<file path="config.mk">
export PLATFORM = sky130hd
export DESIGN_NAME = ld_st_issue_queue
export DESIGN_NICKNAME = d
export VERILOG_FILES = /design/src/rtl/ld_st_issue_queue_pkg.sv /design/src/rtl/ld_st_issue_queue_snoop.sv /design/src/rtl/ld_st_issue_queue.sv
export SDC_FILE = /design/constraint.sdc
export NUM_CORES = 1
export LEC_CHECK = 0
export CORE_MARGIN = 2
export CORE_UTILIZATION = 50
export CTS_CLUSTER_DIAMETER = 40
export DETAILED_ROUTE_END_ITERATION = 10
export GPL_TIMING_DRIVEN = 0
export HOLD_SLACK_MARGIN = 0.06
export PLACE_DENSITY = 0.73
export SETUP_SLACK_MARGIN = 0.05
export SLEW_MARGIN = 20
export SYNTH_ARGS = -nofsm -noshare
export SYNTH_HDL_FRONTEND = slang
export SYNTH_SLANG_ARGS = --single-unit
</file>
<file path="constraint.sdc">
create_clock -name clk -period 4.2 [get_ports clk]
set_clock_uncertainty 0.1 [all_clocks]
set_input_delay 1.05 -clock clk [delete_from_list [all_inputs] [get_ports clk]]
set_output_delay 1.05 -clock clk [all_outputs]
set_load 0.005 [all_outputs]
</file>
<file path="src/rtl/ld_st_issue_queue_pkg.sv">
// Shared definitions for the load/store issue queue: opcode encodings,
// default widths, the queue entry layout and a readiness helper.
package ld_st_issue_queue_pkg;

    localparam int LSQ_DEPTH      = 4;
    localparam int LSQ_TAG_WIDTH  = 6;
    localparam int LSQ_DATA_WIDTH = 32;

    localparam logic OPC_LW = 1'b0;
    localparam logic OPC_SW = 1'b1;

    // One queue slot at the default widths.
    typedef struct packed {
        logic                      valid;
        logic                      opcode;
        logic [LSQ_TAG_WIDTH-1:0]  rs_tag;
        logic [LSQ_DATA_WIDTH-1:0] rs_data;
        logic                      rs_ready;
        logic [LSQ_TAG_WIDTH-1:0]  rt_tag;
        logic [LSQ_DATA_WIDTH-1:0] rt_data;
        logic                      rt_ready;
        logic [LSQ_DATA_WIDTH-1:0] imm;
        logic [LSQ_TAG_WIDTH-1:0]  rd_tag;
    } lsq_entry_t;

    // Loads only need the base register; stores also need the store data.
    function automatic logic entry_ready(input logic opcode,
                                         input logic rs_ready,
                                         input logic rt_ready);
        return rs_ready && ((opcode == OPC_LW) || rt_ready);
    endfunction

endpackage

</file>
<file path="src/rtl/ld_st_issue_queue_snoop.sv">
// One source operand of one queue slot: latches the value at dispatch
// (taking a same-cycle CDB hit as a bypass) and later captures the CDB
// broadcast whose tag matches while the operand is still missing.
module lsq_operand_snoop #(
    parameter int TAG_WIDTH  = 6,
    parameter int DATA_WIDTH = 32
) (
    input  logic                  clk,
    input  logic                  rst_n,
    input  logic                  i_clear,
    input  logic                  i_load,
    input  logic [TAG_WIDTH-1:0]  i_load_tag,
    input  logic [DATA_WIDTH-1:0] i_load_data,
    input  logic                  i_load_valid,
    input  logic                  i_entry_valid,
    input  logic                  i_cdb_valid,
    input  logic [TAG_WIDTH-1:0]  i_cdb_tag,
    input  logic [DATA_WIDTH-1:0] i_cdb_data,
    output logic [DATA_WIDTH-1:0] o_data,
    output logic                  o_ready
);

    logic [TAG_WIDTH-1:0]  r_tag;
    logic [DATA_WIDTH-1:0] r_data;
    logic                  r_ready;
    logic                  w_load_hit;
    logic                  w_snoop_hit;

    assign w_load_hit  = i_cdb_valid && (i_cdb_tag == i_load_tag);
    assign w_snoop_hit = i_entry_valid && !r_ready && i_cdb_valid && (i_cdb_tag == r_tag);

    // Operand capture: dispatch write (with bypass) or CDB snoop while waiting.
    always_ff @(posedge clk) begin
        if (!rst_n) begin
            r_tag   <= '0;
            r_data  <= '0;
            r_ready <= 1'b0;
        end else if (i_clear) begin
            r_ready <= 1'b0;
        end else if (i_load) begin
            r_tag <= i_load_tag;
            if (i_load_valid) begin
                r_data  <= i_load_data;
                r_ready <= 1'b1;
            end else if (w_load_hit) begin
                r_data  <= i_cdb_data;
                r_ready <= 1'b1;
            end else begin
                r_data  <= i_load_data;
                r_ready <= 1'b0;
            end
        end else if (w_snoop_hit) begin
            r_data  <= i_cdb_data;
            r_ready <= 1'b1;
        end
    end

    assign o_data  = r_data;
    assign o_ready = r_ready;

endmodule

</file>
<file path="src/rtl/ld_st_issue_queue.sv">
// In-order load/store issue queue. Holds dispatched LW/SW instructions in a
// circular buffer, waits for their operands via CDB snooping and hands the
// oldest ready one to the memory execution unit as a registered bundle.
module ld_st_issue_queue
    import ld_st_issue_queue_pkg::*;
#(
    parameter int DEPTH      = LSQ_DEPTH,
    parameter int TAG_WIDTH  = LSQ_TAG_WIDTH,
    parameter int DATA_WIDTH = LSQ_DATA_WIDTH
) (
    input  logic                  clk,
    input  logic                  rst_n,
    input  logic                  flush,
    input  logic                  dispatch_valid,
    input  logic                  dispatch_opcode,
    input  logic [TAG_WIDTH-1:0]  dispatch_rs_tag,
    input  logic [DATA_WIDTH-1:0] dispatch_rs_data,
    input  logic                  dispatch_rs_valid,
    input  logic [TAG_WIDTH-1:0]  dispatch_rt_tag,
    input  logic [DATA_WIDTH-1:0] dispatch_rt_data,
    input  logic                  dispatch_rt_valid,
    input  logic [DATA_WIDTH-1:0] dispatch_imm,
    input  logic [TAG_WIDTH-1:0]  dispatch_rd_tag,
    output logic                  queue_full,
    input  logic                  cdb_valid,
    input  logic [TAG_WIDTH-1:0]  cdb_tag,
    input  logic [DATA_WIDTH-1:0] cdb_data,
    output logic                  issue_req,
    input  logic                  issue_grant,
    output logic                  issueblk_done,
    output logic [DATA_WIDTH-1:0] issueque_rs_data,
    output logic [DATA_WIDTH-1:0] issueque_rt_data,
    output logic [DATA_WIDTH-1:0] issueque_imm,
    output logic                  issueque_opcode,
    output logic [TAG_WIDTH-1:0]  issueque_rd_tag
);

    localparam int PTR_W    = $clog2(DEPTH);
    localparam int CNT_W    = PTR_W + 1;
    // mem_data_exec_unit layout: {done, opcode, rd_tag, imm, rt_data, rs_data}
    localparam int RS_LO    = 0;
    localparam int RT_LO    = DATA_WIDTH;
    localparam int IMM_LO   = 2 * DATA_WIDTH;
    localparam int RD_LO    = 3 * DATA_WIDTH;
    localparam int OPC_BIT  = 3 * DATA_WIDTH + TAG_WIDTH;
    localparam int DONE_BIT = OPC_BIT + 1;
    localparam int BUNDLE_W = DONE_BIT + 1;

    logic [PTR_W-1:0]      r_head;
    logic [PTR_W-1:0]      r_tail;
    logic [CNT_W-1:0]      r_count;
    logic [DEPTH-1:0]      r_valid;
    logic [DEPTH-1:0]      r_opcode;
    logic [DATA_WIDTH-1:0] r_imm    [DEPTH];
    logic [TAG_WIDTH-1:0]  r_rd_tag [DEPTH];
    logic [BUNDLE_W-1:0]   r_mem_data_exec_unit;

    logic [DATA_WIDTH-1:0] w_rs_data [DEPTH];
    logic [DATA_WIDTH-1:0] w_rt_data [DEPTH];
    logic [DEPTH-1:0]      w_rs_ready;
    logic [DEPTH-1:0]      w_rt_ready;
    logic [DEPTH-1:0]      w_load;
    logic                  w_full;
    logic                  w_dispatch;
    logic                  w_issue;
    logic                  w_rt_load_valid;
    logic [BUNDLE_W-1:0]   w_bundle_next;

    assign w_full     = (r_count == CNT_W'(DEPTH));
    assign queue_full = w_full;
    assign issue_req  = r_valid[r_head] &&
                        entry_ready(r_opcode[r_head], w_rs_ready[r_head], w_rt_ready[r_head]);

    // Flush wins over both dispatch and issue in the same cycle.
    assign w_dispatch = dispatch_valid && !w_full && !flush;
    assign w_issue    = issue_req && issue_grant && !flush;

    // A load never waits on rt, so its rt slot is treated as present.
    assign w_rt_load_valid = dispatch_rt_valid || (dispatch_opcode == OPC_LW);

    generate
        for (genvar gi = 0; gi < DEPTH; gi++) begin : g_slot
            assign w_load[gi] = w_dispatch && (r_tail == PTR_W'(gi));

            lsq_operand_snoop #(
                .TAG_WIDTH  (TAG_WIDTH),
                .DATA_WIDTH (DATA_WIDTH)
            ) u_rs_snoop (
                .clk           (clk),
                .rst_n         (rst_n),
                .i_clear       (flush),
                .i_load        (w_load[gi]),
                .i_load_tag    (dispatch_rs_tag),
                .i_load_data   (dispatch_rs_data),
                .i_load_valid  (dispatch_rs_valid),
                .i_entry_valid (r_valid[gi]),
                .i_cdb_valid   (cdb_valid),
                .i_cdb_tag     (cdb_tag),
                .i_cdb_data    (cdb_data),
                .o_data        (w_rs_data[gi]),
                .o_ready       (w_rs_ready[gi])
            );

            lsq_operand_snoop #(
                .TAG_WIDTH  (TAG_WIDTH),
                .DATA_WIDTH (DATA_WIDTH)
            ) u_rt_snoop (
                .clk           (clk),
                .rst_n         (rst_n),
                .i_clear       (flush),
                .i_load        (w_load[gi]),
                .i_load_tag    (dispatch_rt_tag),
                .i_load_data   (dispatch_rt_data),
                .i_load_valid  (w_rt_load_valid),
                .i_entry_valid (r_valid[gi]),
                .i_cdb_valid   (cdb_valid),
                .i_cdb_tag     (cdb_tag),
                .i_cdb_data    (cdb_data),
                .o_data        (w_rt_data[gi]),
                .o_ready       (w_rt_ready[gi])
            );
        end
    endgenerate

    // Static payload of each slot, written once at dispatch (no reset needed).
    always_ff @(posedge clk) begin
        if (w_dispatch) begin
            r_opcode[r_tail] <= dispatch_opcode;
            r_imm[r_tail]    <= dispatch_imm;
            r_rd_tag[r_tail] <= dispatch_rd_tag;
        end
    end

    // Queue bookkeeping: pointers, occupancy and per-slot valid bits.
    always_ff @(posedge clk) begin
        if (!rst_n || flush) begin
            r_head  <= '0;
            r_tail  <= '0;
            r_count <= '0;
            r_valid <= '0;
        end else begin
            if (w_dispatch) begin
                r_valid[r_tail] <= 1'b1;
                r_tail          <= r_tail + 1'b1;
            end
            if (w_issue) begin
                r_valid[r_head] <= 1'b0;
                r_head          <= r_head + 1'b1;
            end
            case ({w_dispatch, w_issue})
                2'b10:   r_count <= r_count + 1'b1;
                2'b01:   r_count <= r_count - 1'b1;
                default: r_count <= r_count;
            endcase
        end
    end

    assign w_bundle_next = {1'b1, r_opcode[r_head], r_rd_tag[r_head], r_imm[r_head],
                            w_rt_data[r_head], w_rs_data[r_head]};

    // Issue bundle register: loads on a granted issue, otherwise holds with done low.
    always_ff @(posedge clk) begin
        if (!rst_n) begin
            r_mem_data_exec_unit <= '0;
        end else if (w_issue) begin
            r_mem_data_exec_unit <= w_bundle_next;
        end else begin
            r_mem_data_exec_unit[DONE_BIT] <= 1'b0;
        end
    end

    assign issueblk_done    = r_mem_data_exec_unit[DONE_BIT];
    assign issueque_opcode  = r_mem_data_exec_unit[OPC_BIT];
    assign issueque_rd_tag  = r_mem_data_exec_unit[RD_LO  +: TAG_WIDTH];
    assign issueque_imm     = r_mem_data_exec_unit[IMM_LO +: DATA_WIDTH];
    assign issueque_rt_data = r_mem_data_exec_unit[RT_LO  +: DATA_WIDTH];
    assign issueque_rs_data = r_mem_data_exec_unit[RS_LO  +: DATA_WIDTH];

endmodule

</file>
==> results of run 1 <==
-- worst max-delay path, cell delays in order --
cell and delay, ns:
clkdlybuf4s50_1 0.48, buf_2 0.21, inv_1 0.19, o2111ai_1 0.12, and2_1 0.18, clkbuf_1 0.27
inv_2 0.24, buf_2 0.30, ha_1 0.29, fa_1 0.40, xnor2_1 0.16, or3_1 0.31
a21oi_1 0.14
-- per-layer routing --
| metal | share of wire | track usage | vias to the layer above |
|---|---|---|---|
| met4 | 0.045 | 0.134 | 12 |
| met5 | 0.0010 | 0 | - |
| li1 | - | - | 8458 |
| met1 | 0.38 | 0.359 | 9208 |
| met3 | 0.096 | 0.0874 | 210 |
| met2 | 0.47 | 0.484 | 989 |
-- worst max-delay path by stage --
stage | to | slack (ns) | cells after the start
floorplan | r_imm[1][0] | 0.79 | 5
global placement | r_valid[2] | -0.97 | 8
detailed placement | r_count[2] | -0.34 | 13
CTS | r_count[2] | 0.26 | 13
global route | r_count[2] | 0.11 | 13
finish | r_count[2] | 0.27 | 13
-- layout make-up --
class	instances	area, um^2
timing repair buffer	264	2690
inverter	16	60.1
tap	607	759
clock buffer	91	2060
clock inverter	46	582
multi-input combinational	1329	9560
antenna	2	5.00
buffer	162	790
sequential	583	13200
fill	3521	16800
-- kinds of logic after synthesis --
logic type,count (synthesis),share of synthesized area
compound gates,702,0.196
flops,583,0.561
simple gates,445,0.0779
buf+inv,178,0.0353
mux,109,0.101
xor+xnor,63,0.0234
fa+ha+maj,10,0.00562
-- Yosys cell counts, types with 3 or more instances --
cell type	count	area [um^2]
nand3_1	6	30.0
a211oi_1	4	30.0
and3b_1	7	61.3
buf_4	15	113
a21boi_1	14	105
nand4_1	6	37.5
clkbuf_1	70	263
ha_1	9	113
edfxtp_1	156	4680
a22oi_1	256	1920
o21ai_0	222	1110
nor4_1	5	31.3
o21ai_1	40	200
nor2_1	25	93.8
buf_1	5	18.8
xnor2_1	33	289
buf_6	3	33.8
a21boi_0	141	1060
clkbuf_2	3	15.0
inv_1	15	56.3
xor2_1	30	263
nor3_1	23	115
mux4_2	103	2320
a31oi_1	5	31.3
buf_2	66	330
nor2b_1	4	25.0
mux2i_1	6	60.1
dfxtp_1	427	8550
a21oi_1	7	35.0
nand2_1	359	1350
-- flip-flops by register name, summed over array words and instances (netlist names) --
name	flops
g_slot.u_rs_snoop.o_data	128
g_slot.u_rs_snoop.o_ready	4
g_slot.u_rs_snoop.r_tag	24
g_slot.u_rt_snoop.o_data	128
g_slot.u_rt_snoop.o_ready	4
g_slot.u_rt_snoop.r_tag	24
r_count	3
r_head	2
r_imm	128
r_mem_data_exec_unit	104
r_opcode	4
r_rd_tag	24
r_tail	2
r_valid	4
-- per-stage QoR --
| stage | TNS [ns] | cells |
|---|---|---|
| after floorplan | 0 | 2090 |
| after global placement | -168.14 | 2957 |
| after detailed placement | -0.479 | 2961 |
| after CTS | 0 | 3098 |
| after global routing | 0 | 3099 |
| final | 0 | 3100 |
-- power by group through the flow --
| stage | registers [uW] | logic [uW] | clock network, uW |
|---|---|---|---|
| finish | 5860 | 628 | 6720 |
| global route | 5860 | 662 | 6990 |
| CTS | 5860 | 618 | 6760 |
| detailed placement | 5980 | 613 | 0 |
| global placement | 5970 | 597 | 0 |
| floorplan | 5970 | 271 | 0 |
==> run metrics, run 1 <==
Area growth, synth to finish=26.0%; Hold Crit Depth=2; Vias=around 19,000; clk_lat worst skew=around 0.62 ns; starting density of the core=0.507; clock buffer count from CTS=between 70 and 80; most common cell after layout, fill and taps aside=dfxtp_1; CTS tree=built; crit path from=flush; # hold bufs at CTS=0; FF-to-FF path depth=12; sequential share of the synthesized area=0.561; max_slew headroom=0.182; vias in the first global route=19,400; final hold viol count=0; Final Slew Violations=0; internal power=10,300 uW; Hold Path Class=reg2reg; R2R setup slack=0.84 ns; fin area=29,700 um^2; die width=221 um; Sw Pwr=2900 uW; initial antenna violation count=7; IO buf count=260; Setup Buffers After CTS=0; clock sink count=slightly below 600; worst hold path startpoint=r_mem_data_exec_unit[66]; Final ANT Viol Nets=0; final worst-path setup slack=between 0.2 and 0.3 ns; Total GRT Usage=0.295; crit path DAT=around 4.4 ns; Worst R2R Start=r_head[1]; core area=46,600 um^2; Mapped Cells=between 2,000 and 2,500; post-layout minimum cycle time=3.93 ns; most frequently used flop master after synthesis=dfxtp_1; routability cong.=0.915; Warnings, synthesis=0; final setup fails=0; final WL=73.7 mm; largest net degree at the start of global routing=39; post-CTS sizing=0; drt first pass iters=6; Seq pwr share=0.444; Worst-path clk slew=around 0.05 ns; Root Driver=clkbuf_16; Hold WS=0.357 ns; Worst EP required=4.63 ns; Logic pwr share=0.048; CTS Buffer Depth=3; syn avg cell area=between 10 and 15 um^2; reg2reg end=r_count[2]; status=complete, no violations; Final #Nets=~2,600; # rows=79; via-per-instance ratio=6.09; 1st-iter DRT viols=1,970; Post-DP Area=27,100 um^2; # Max-Cap Violations=0; cell area power density=between 400 and 500 nW/um^2; I/O pin count=approximately 270; GR Overflow Total=0; Sw Ratio=0.220; most frequent cells in the layout=427 x dfxtp_1, 359 x nand2_1, 260 x clkdlybuf4s50_1; Worst setup SP type=input port; Residual DRC=0; type of the worst setup path=in2reg; CP endpoint kind=flip-flop; depth of the CTS H-tree=3; synth unique cells=48; fmax=255 MHz; unrepaired setup endpoints after global routing=false; Synth Register Bits=583; VDD IR max=about 0.00038 V; Post-synth EDFFs=156; Power Total=13,200 uW; die height=221 um; Hold EP=r_mem_data_exec_unit[66]; Netlist Area Pre-Place=roughly 24,000 um^2; DP Worst Slack=-0.343 ns; Post-Syn Nets=2,261; clock group share of total power=0.509; maximum fanout along the worst path=10; share of layout cells above drive strength 1=0.138; hpwl dp=a little over 50 mm; Slew @ Worst Pin=1.21 ns; die area=49,000 um^2; Async SR Flop Fraction=0; DR WL/cell=23.8 um; final core occ=0.639; first-pass GRT wire length=112 mm; Final period util=0.936; leakage=around 0.01 uW
Power figures use the tool's default switching activity.
==> run 2, diff against run 1 <==
- CORE_UTILIZATION: 50 -> 56
- PLACE_DENSITY: 0.73 -> 0.81
==> run metrics, run 2 (same netlist as run 1, synthesis figures left out) <==
status=complete, no violations; cell area power density=435 nW/um^2; CP endpoint kind=flip-flop; final WL=72.7 mm; Slew @ Worst Pin=1.19 ns; die width=209 um; drt first pass iters=7; # fillers=2,841; unrepaired setup endpoints after global routing=false; # Max-Cap Violations=0; I/O pin count=roughly 270; # rows=75; vias in the first global route=~19,000; CTS tree=built; final setup fails=0; fin area=roughly 29,000 um^2; via-per-instance ratio=6.36; IO buf count=260; leakage=0.00978 uW; # placed instances=a little under 3,000; CTS Buffer Depth=3; Final ANT Viol Nets=0; die height=209 um; initial antenna violation count=8; Residual DRC=0; final core occ=0.706; Setup Buffers After CTS=0; VDD IR max=0.000384 V; post-layout minimum cycle time=3.88 ns; Final Slew Violations=0; most used cell along the critical path=buf_2; most frequent cells in the layout=427 x dfxtp_1, 359 x nand2_1, 260 x clkdlybuf4s50_1; clock sink count=583; Worst-path clk slew=roughly 0.060 ns; Area growth, synth to finish=24.9%; 1st-iter DRT viols=between 2,000 and 2,500; fmax=258 MHz; final worst-path setup slack=0.319 ns; core area=41,800 um^2; starting density of the core=0.565; Power Total=12,800 uW; Final period util=0.924; most common cell after layout, fill and taps aside=dfxtp_1; die area=between 40,000 and 50,000 um^2; final instance count without filler cells=3,031; largest net degree at the start of global routing=37; DR WL/cell=between 20 and 25 um; GR Overflow Total=0; DP Worst Slack=-0.285 ns; first-pass GRT wire length=110 mm; Hold Path Class=reg2reg; clk_lat worst skew=just over 0.6 ns; # hold bufs at CTS=0; max_slew headroom=0.197; Final #Nets=around 2,600; hpwl dp=50.1 mm; clock buffer count from CTS=roughly 70; type of the worst setup path=in2reg; depth of the CTS H-tree=3; Vias=19,300; routability cong.=0.918; worst-path cell chain=clkdlybuf4s50_1 -> buf_2 -> inv_1 -> o2111ai_1 -> and2_1 -> clkbuf_1 -> inv_2 -> buf_2 -> ha_1 -> fa_1 -> xnor2_1 -> or3_1 -> a21oi_1; Total GRT Usage=0.329; crit path DAT=~4.3 ns; Worst setup SP type=input port; post-CTS sizing=0; Post-DP Area=27,000 um^2; Worst EP required=4.61 ns; final hold viol count=0; maximum fanout along the worst path=10; Slowest-stage cell, CP=clkdlybuf4s50_1; CP peak stage delay=0.47 ns; share of layout cells above drive strength 1=0.134; Root Driver=clkbuf_16
==> run 2: cell count changes in the layout (fill, tap and decap cells not counted), sizes merged <==
cell,previous run,this run
diode,2,7
bufinv,11,7
clkinvlp,5,2
clkbuf,164,165
==> run 2: final cells by class <==
cell class | instances | area, um^2 | area share
inverters | 16 | 60.1 | 0.00204
clock buffers | 92 | 1980 | 0.0670
clock inverters | 39 | 503 | 0.0171
diodes | 7 | 17.5 | 0.000594
repair buffers | 264 | 2680 | 0.0910
flip-flops and latches | 583 | 13200 | 0.449
plain buffers | 162 | 790 | 0.0268
multi-input cells | 1329 | 9560 | 0.324
well taps | 539 | 674 | 0.0229
==> run 2: layer usage <==
metal	wire length, um	GRT usage	vias to the layer above
met5	36	0	-
met4	3630	0.170	6
met3	8610	0.102	261
met2	34700	0.532	1233
met1	25800	0.397	9350
li1	-	-	8438
==> run 2: critical path: cells and delay by family <==
kind	cells	cell delay, ns
and+or+nand+nor	2	0.47
xor gates and xnor gates	1	0.14
buffers and inverters	6	1.69
AOI/OAI and AO/OA	2	0.26
adders and majority gates	2	0.67
==> run 2: final timing paths <==
| kind | slack, ns | cells past startpoint | startpoint | to |
|---|---|---|---|---|
| max | 0.32 | 13 | flush | r_count[2] |
| min | 0.37 | 2 | r_mem_data_exec_unit[45] | r_mem_data_exec_unit[45] |
| max reg2reg | 0.86 | 12 | r_head[1] | r_count[2] |
| min reg2reg | 0.37 | 2 | r_mem_data_exec_unit[45] | r_mem_data_exec_unit[45] |
==> run 2: report_power, final <==
group	total (uW)	internal, uW	switching [uW]
sequential	5860	5830	28.1
clock	6340	3830	2510
combinational	629	267	362
==> run 2: metrics by stage <==
step | TNS (ns) | hold WS (ns)
final | 0 | 0.366
after global routing | 0 | 0.390
after CTS | 0 | 0.370
after detailed placement | -0.375 | 0.362
after global placement | -149.85 | 0.352
after floorplan | 0 | 0.351
